===== config.mk =====
export PLATFORM = sky130hd
export DESIGN_NAME = fetch_unit
export DESIGN_NICKNAME = d
export VERILOG_FILES = /design/src/rtl/mpp_pkg.sv /design/src/rtl/pc_reg.sv /design/src/rtl/fetch_unit.sv
export SDC_FILE = /design/constraint.sdc
export NUM_CORES = 1
export LEC_CHECK = 0
export CAP_MARGIN = 20
export CELL_PAD_IN_SITES_DETAIL_PLACEMENT = 1
export CELL_PAD_IN_SITES_GLOBAL_PLACEMENT = 1
export CORE_MARGIN = 2
export CORE_UTILIZATION = 36
export CTS_CLUSTER_SIZE = 30
export DETAILED_ROUTE_END_ITERATION = 6
export PLACE_DENSITY_LB_ADDON = 0.08
export SLEW_MARGIN = 5
export SYNTH_ARGS = -nofsm -noshare
export SYNTH_HDL_FRONTEND = slang
export SYNTH_SLANG_ARGS = --single-unit

===== constraint.sdc =====
create_clock -name clk -period 4.2 [get_ports clk]
set_input_delay 0.84 -clock clk [delete_from_list [all_inputs] [get_ports clk]]
set_output_delay 0.84 -clock clk [all_outputs]
set_load 0.03 [all_outputs]

===== src/rtl/mpp_pkg.sv =====
// rtl/mpp_pkg.sv - shared constants and fetch-state encoding for the fetch unit
package mpp_pkg;

  localparam int ROM_ADDR_W = 16;
  localparam int DATA_W     = 8;

  typedef enum logic [2:0] {
    ST_IDLE = 3'd0,
    ST_REQ  = 3'd1,
    ST_WAIT = 3'd2,
    ST_DONE = 3'd3,
    ST_ERR  = 3'd4
  } fetch_state_e;

endpackage


===== src/rtl/pc_reg.sv =====
// rtl/pc_reg.sv - program counter with synchronous load/increment, async reset
module pc_reg
  import mpp_pkg::*;
#(
  parameter logic [ROM_ADDR_W-1:0] RESET_PC = 16'h0000
) (
  input  logic                  clk,
  input  logic                  rst_n,
  input  logic                  load,
  input  logic [ROM_ADDR_W-1:0] load_val,
  input  logic                  inc,
  output logic [ROM_ADDR_W-1:0] pc
);

  logic [ROM_ADDR_W-1:0] pc_q;

  // Load wins over increment; increment wraps naturally at 16 bits.
  always_ff @(posedge clk or negedge rst_n) begin
    if (!rst_n) begin
      pc_q <= RESET_PC;
    end else if (load) begin
      pc_q <= load_val;
    end else if (inc) begin
      pc_q <= pc_q + 16'd1;
    end
  end

  assign pc = pc_q;

endmodule


===== src/rtl/fetch_unit.sv =====
// rtl/fetch_unit.sv - byte fetch FSM: ROM handshake with timeout, opcode/operand latches
module fetch_unit
  import mpp_pkg::*;
#(
  parameter logic [ROM_ADDR_W-1:0] RESET_PC = 16'h0000,
  parameter int unsigned           TIMEOUT  = 8
) (
  input  logic                  clk,
  input  logic                  rst_n,
  input  logic                  fetch_req,
  input  logic                  operand,
  input  logic                  pc_load,
  input  logic [ROM_ADDR_W-1:0] pc_load_val,
  input  logic [DATA_W-1:0]     rom_data,
  input  logic                  rom_ready,
  output logic [ROM_ADDR_W-1:0] rom_addr,
  output logic                  rom_cs,
  output logic                  rom_rd,
  output logic [DATA_W-1:0]     instruction,
  output logic [DATA_W-1:0]     operand_data,
  output logic                  fetch_done,
  output logic                  fetch_err,
  output logic                  busy,
  output logic [ROM_ADDR_W-1:0] pc
);

  localparam logic [7:0] WAIT_LAST = 8'(TIMEOUT - 1);

  fetch_state_e          state_q, state_d;
  logic                  target_q, target_d;
  logic [7:0]            wait_cnt_q, wait_cnt_d;
  logic [DATA_W-1:0]     instr_q, instr_d;
  logic [DATA_W-1:0]     opd_q, opd_d;
  logic                  pc_load_en;
  logic                  pc_inc;
  logic [ROM_ADDR_W-1:0] pc_w;

  pc_reg #(
    .RESET_PC(RESET_PC)
  ) u_pc_reg (
    .clk      (clk),
    .rst_n    (rst_n),
    .load     (pc_load_en),
    .load_val (pc_load_val),
    .inc      (pc_inc),
    .pc       (pc_w)
  );

  always_ff @(posedge clk or negedge rst_n) begin
    if (!rst_n) begin
      state_q    <= ST_IDLE;
      target_q   <= 1'b0;
      wait_cnt_q <= 8'd0;
      instr_q    <= '0;
      opd_q      <= '0;
    end else begin
      state_q    <= state_d;
      target_q   <= target_d;
      wait_cnt_q <= wait_cnt_d;
      instr_q    <= instr_d;
      opd_q      <= opd_d;
    end
  end

  always_comb begin
    state_d    = state_q;
    target_d   = target_q;
    wait_cnt_d = wait_cnt_q;
    instr_d    = instr_q;
    opd_d      = opd_q;
    unique case (state_q)
      ST_IDLE: begin
        if (fetch_req) begin
          state_d  = ST_REQ;
          target_d = operand;
        end
      end
      ST_REQ: begin
        state_d    = ST_WAIT;
        wait_cnt_d = 8'd0;
      end
      // wait_cnt_q holds the number of WAIT cycles already completed.
      ST_WAIT: begin
        if (rom_ready) begin
          state_d = ST_DONE;
          if (target_q) opd_d = rom_data;
          else          instr_d = rom_data;
        end else if (wait_cnt_q == WAIT_LAST) begin
          state_d = ST_ERR;
        end else begin
          wait_cnt_d = wait_cnt_q + 8'd1;
        end
      end
      ST_DONE: state_d = ST_IDLE;
      ST_ERR:  state_d = ST_IDLE;
      default: state_d = ST_IDLE;
    endcase
  end

  always_comb begin
    rom_cs     = 1'b0;
    rom_rd     = 1'b0;
    fetch_done = 1'b0;
    fetch_err  = 1'b0;
    busy       = (state_q != ST_IDLE);
    pc_load_en = 1'b0;
    pc_inc     = 1'b0;
    unique case (state_q)
      ST_IDLE: pc_load_en = pc_load;
      ST_REQ:  rom_cs = 1'b1;
      ST_WAIT: begin
        rom_cs = 1'b1;
        rom_rd = 1'b1;
      end
      ST_DONE: begin
        fetch_done = 1'b1;
        pc_inc     = 1'b1;
      end
      ST_ERR:  fetch_err = 1'b1;
      default: ;
    endcase
  end

  assign rom_addr     = pc_w;
  assign pc           = pc_w;
  assign instruction  = instr_q;
  assign operand_data = opd_q;

endmodule


==> run_results.csv <==
group,metric,value,unit
clock_tree,clock_path_buffers,2,
sta,tns,0,ns
final_layout,antenna_cells,0,
critical_path,endpoint_kind,"output pin",
critical_path,critPathKind,"reg2out",
final_layout,design_area,3150,um2
sta,tightest_slew,0.846,ns
critical_path,r2r_cells,4,
power_and_ir_drop,vdd_ir_drop_max,0.372,mV
floorplan,die_h,83.5,um
synth,synth_top_area_cell,"dfrtp_1",
floorplan,initial_core_util,37.7,%
synth,syn-instance-count,219,
clock_tree,clock-sinks,44,
final_layout,final_layout_size_suffix_gt1_share,12.2,%
power_and_ir_drop,power.density,823,nW/um2
clock_tree,post_cts_buffers,0,
synth,synth_seq_cells,44,
clock_tree,postCtsResizedCells,0,
placed_design,dp_slack,1.37,ns
floorplan,core.rowCount,28,
route,wl_per_cell,15.3,um
route,vias,1851,
synth,synth_top_area_share,48.4,%
final_layout,area_growth,38.5,%
clock_tree,insertion_delay,0.30,ns
synth,ys_top_cells_by_count,"44 x dfrtp_1, 20 x nor2_1, 18 x mux2_2",
clock_tree,ctsHtreeMaxLevel,2,
clock_tree,cts_made_buffers,5,
sta,rsz0062_at_grt,"false",
synth,mappedNetlistArea,2270,um2
sta,clock_skew,0.00872,ns
route,vias_per_cell,5.11,
route,drt_pass1_iterations,4,
critical_path,crit_end,"rom_rd",
final_layout,largest_reg_flops,16,
floorplan,boundaryPins,83,
route,ant_nets,0,
clock_tree,root_buffer,"clkbuf_8",
outcome,status,"complete, no violations",
critical_path,reg2reg_to,"u_pc_reg.pc[7]$_DFFE_PN0P_",
final_layout,fin_nets,318,
critical_path,crit_start,"state_q[0]$_DFFE_PN0P_",
synth,syn_nets,251,
sta,fin_crit_sh,67.1,%
placed_design,gp_congestion,0.717,
clock_tree,holdBufCountCts,0,
grt,grt_pass1_wl,9490,um
grt,grt_max_degree,45,
floorplan,die_area,6970,um2
placed_design,placed_cell_area,3020,um2
clock_tree,cts.reportedPaths.clkPinSlew,0.08,ns
critical_path,start_kind,"flip-flop",
sta,slew_viol_final,0,
synth,yosysUniqueCellTypes,42,
grt,grt-ovfl-total,0,
critical_path,worstPathArrival,1.98,ns
critical_path,regToRegSetupSlack,2.07,ns
synth,ys.flop_type,"dfrtp_1",
grt,antenna_found_initial,0,
sta,hold_viol_final,0,
final_layout,fillers,668,
synth,yosys.cell_count.top_type,"dfrtp_1",
sta,worst_slew_margin_rel,43.4,%
placed_design,dp_hpwl,4060,um
power_and_ir_drop,p_leak,1.31,nW
final_layout,final_cells,362,
synth,ys_seq_area_share,48.4,%
synth,synthTopCellsByArea,"dfrtp_1 48%, mux2_2 8.9%, buf_4 5.6%",
floorplan,fp.coreArea,6030,um2
floorplan,die_x,83.5,um
clock_tree,cts_tree,"yes",
synth,yosys_warnings,0,
route,drt_iter0_drc,51,
critical_path,reg2reg_from,"state_q[1]$_DFFE_PN0P_",
sta,fin_ws,1.38,ns
route,drcViolationCount,0,
critical_path,critPathMaxFanout,9,
run,maxCapViolations,0,
placed_design,dp_cells,353,
critical_path,cp_data_required_time,3.36,ns
synth,synth.avg_cell_area,10.4,um2
power_and_ir_drop,power,0.00259,W
placed_design,portBuffers,82,
synth,async_flop_share,100,%
sta,period_needed,2.82,ns
sta,setup_viol,0,
route,drt-total-wl,5550,um
synth,synth_edf_count,0,
grt,grt_pass1_vias,1958,
hold_path,min_path_type,"in2async",
sta,max_freq,355,MHz
grt,grt_usage,16.8,%
[kinds of logic after synthesis]
kind of cell | Yosys count | share of synthesized area, %
and+or+nand+nor | 84 | 20.4
xor gates and xnor gates | 11 | 4.24
AOI/OAI and AO/OA | 28 | 7.81
buffers and inverters | 30 | 8.25
adders and majority gates | 2 | 1.10
DFF | 44 | 48.4
muxes | 20 | 9.79
[worst max-delay path, cell delays in order, from the launching register on]
cell and delay (ns):
dfrtp_1 0.49, nor2_1 0.25, nand2_1 0.16, inv_1 0.12, clkdlybuf4s50_1 0.67
[area by class of cell]
cell class                 instances  area (um2)  share of cell area, %
sequential                        44        1100                   34.9
multi-input combinational        145         986                   31.3
timing repair buffer              83         836                   26.5
tap                               75        93.8                   2.98
clock buffer                       6        72.6                   2.30
clock inverter                     2        35.0                   1.11
inverter                           7        26.3                  0.834
[metal layers]
metal	vias to the layer above	GRT usage, %	routed length [um]
li1	889	-	-
met1	911	20.6	2310
met2	47	28.7	2860
met3	4	5.24	329
met4	0	4.84	38
met5	-	0	0
[where the power goes]
part           internal [W]  switching [W]  total, W
Combinational      0.000640       0.000839   0.00148
Clock              0.000177       0.000145  0.000322
Sequential         0.000599       0.000192  0.000792
[worst min-delay path by stage]
| stage | cells past startpoint | startpoint | slack [ns] | endpoint |
|---|---|---|---|---|
| after CTS | 1 | instruction[0]$_DFFE_PN0P_ | 0.52 | instruction[0]$_DFFE_PN0P_ |
| after detailed placement | 1 | operand_data[3]$_DFFE_PN0P_ | 0.50 | operand_data[3]$_DFFE_PN0P_ |
| after floorplan | 1 | wait_cnt_q[1]$_DFFE_PN0P_ | 0.48 | wait_cnt_q[1]$_DFFE_PN0P_ |
| after global routing | 1 | rst_n | 0.40 | u_pc_reg.pc[6]$_DFFE_PN0P_ |
| after global placement | 1 | operand_data[2]$_DFFE_PN0P_ | 0.49 | operand_data[2]$_DFFE_PN0P_ |
| final | 1 | rst_n | 0.40 | u_pc_reg.pc[6]$_DFFE_PN0P_ |
[stage by stage]
stage,util (%),hold slack [ns]
after floorplan,-,0.476
after detailed placement,50.2,0.498
after global placement,50.2,0.488
after global routing,52.3,0.395
final,52.3,0.399
after CTS,52.0,0.520
[layout by cell type, fill, tap and decap left out, drive strengths merged, types with 2 or more instances in the layout]
cell type      Yosys  final
o21ai             10     10
xnor2              8      8
nand3b             3      3
a21o               2      2
clkbuf             2      6
a211oi             2      2
buf               21      2
clkdlybuf4s50      0     81
a21oi              4      4
nand3             11     11
nor3b              2      2
nor3               9      9
nor2              20     20
dfrtp             44     44
mux2i              2      2
inv                7      7
or3                4      4
nand4              5      5
and2               2      2
nand2             17     17
nor4               4      4
mux2              18     18
ha                 2      2
xor2               3      3
a31oi              5      5
Note: power is estimated with default switching activity, not from simulation.
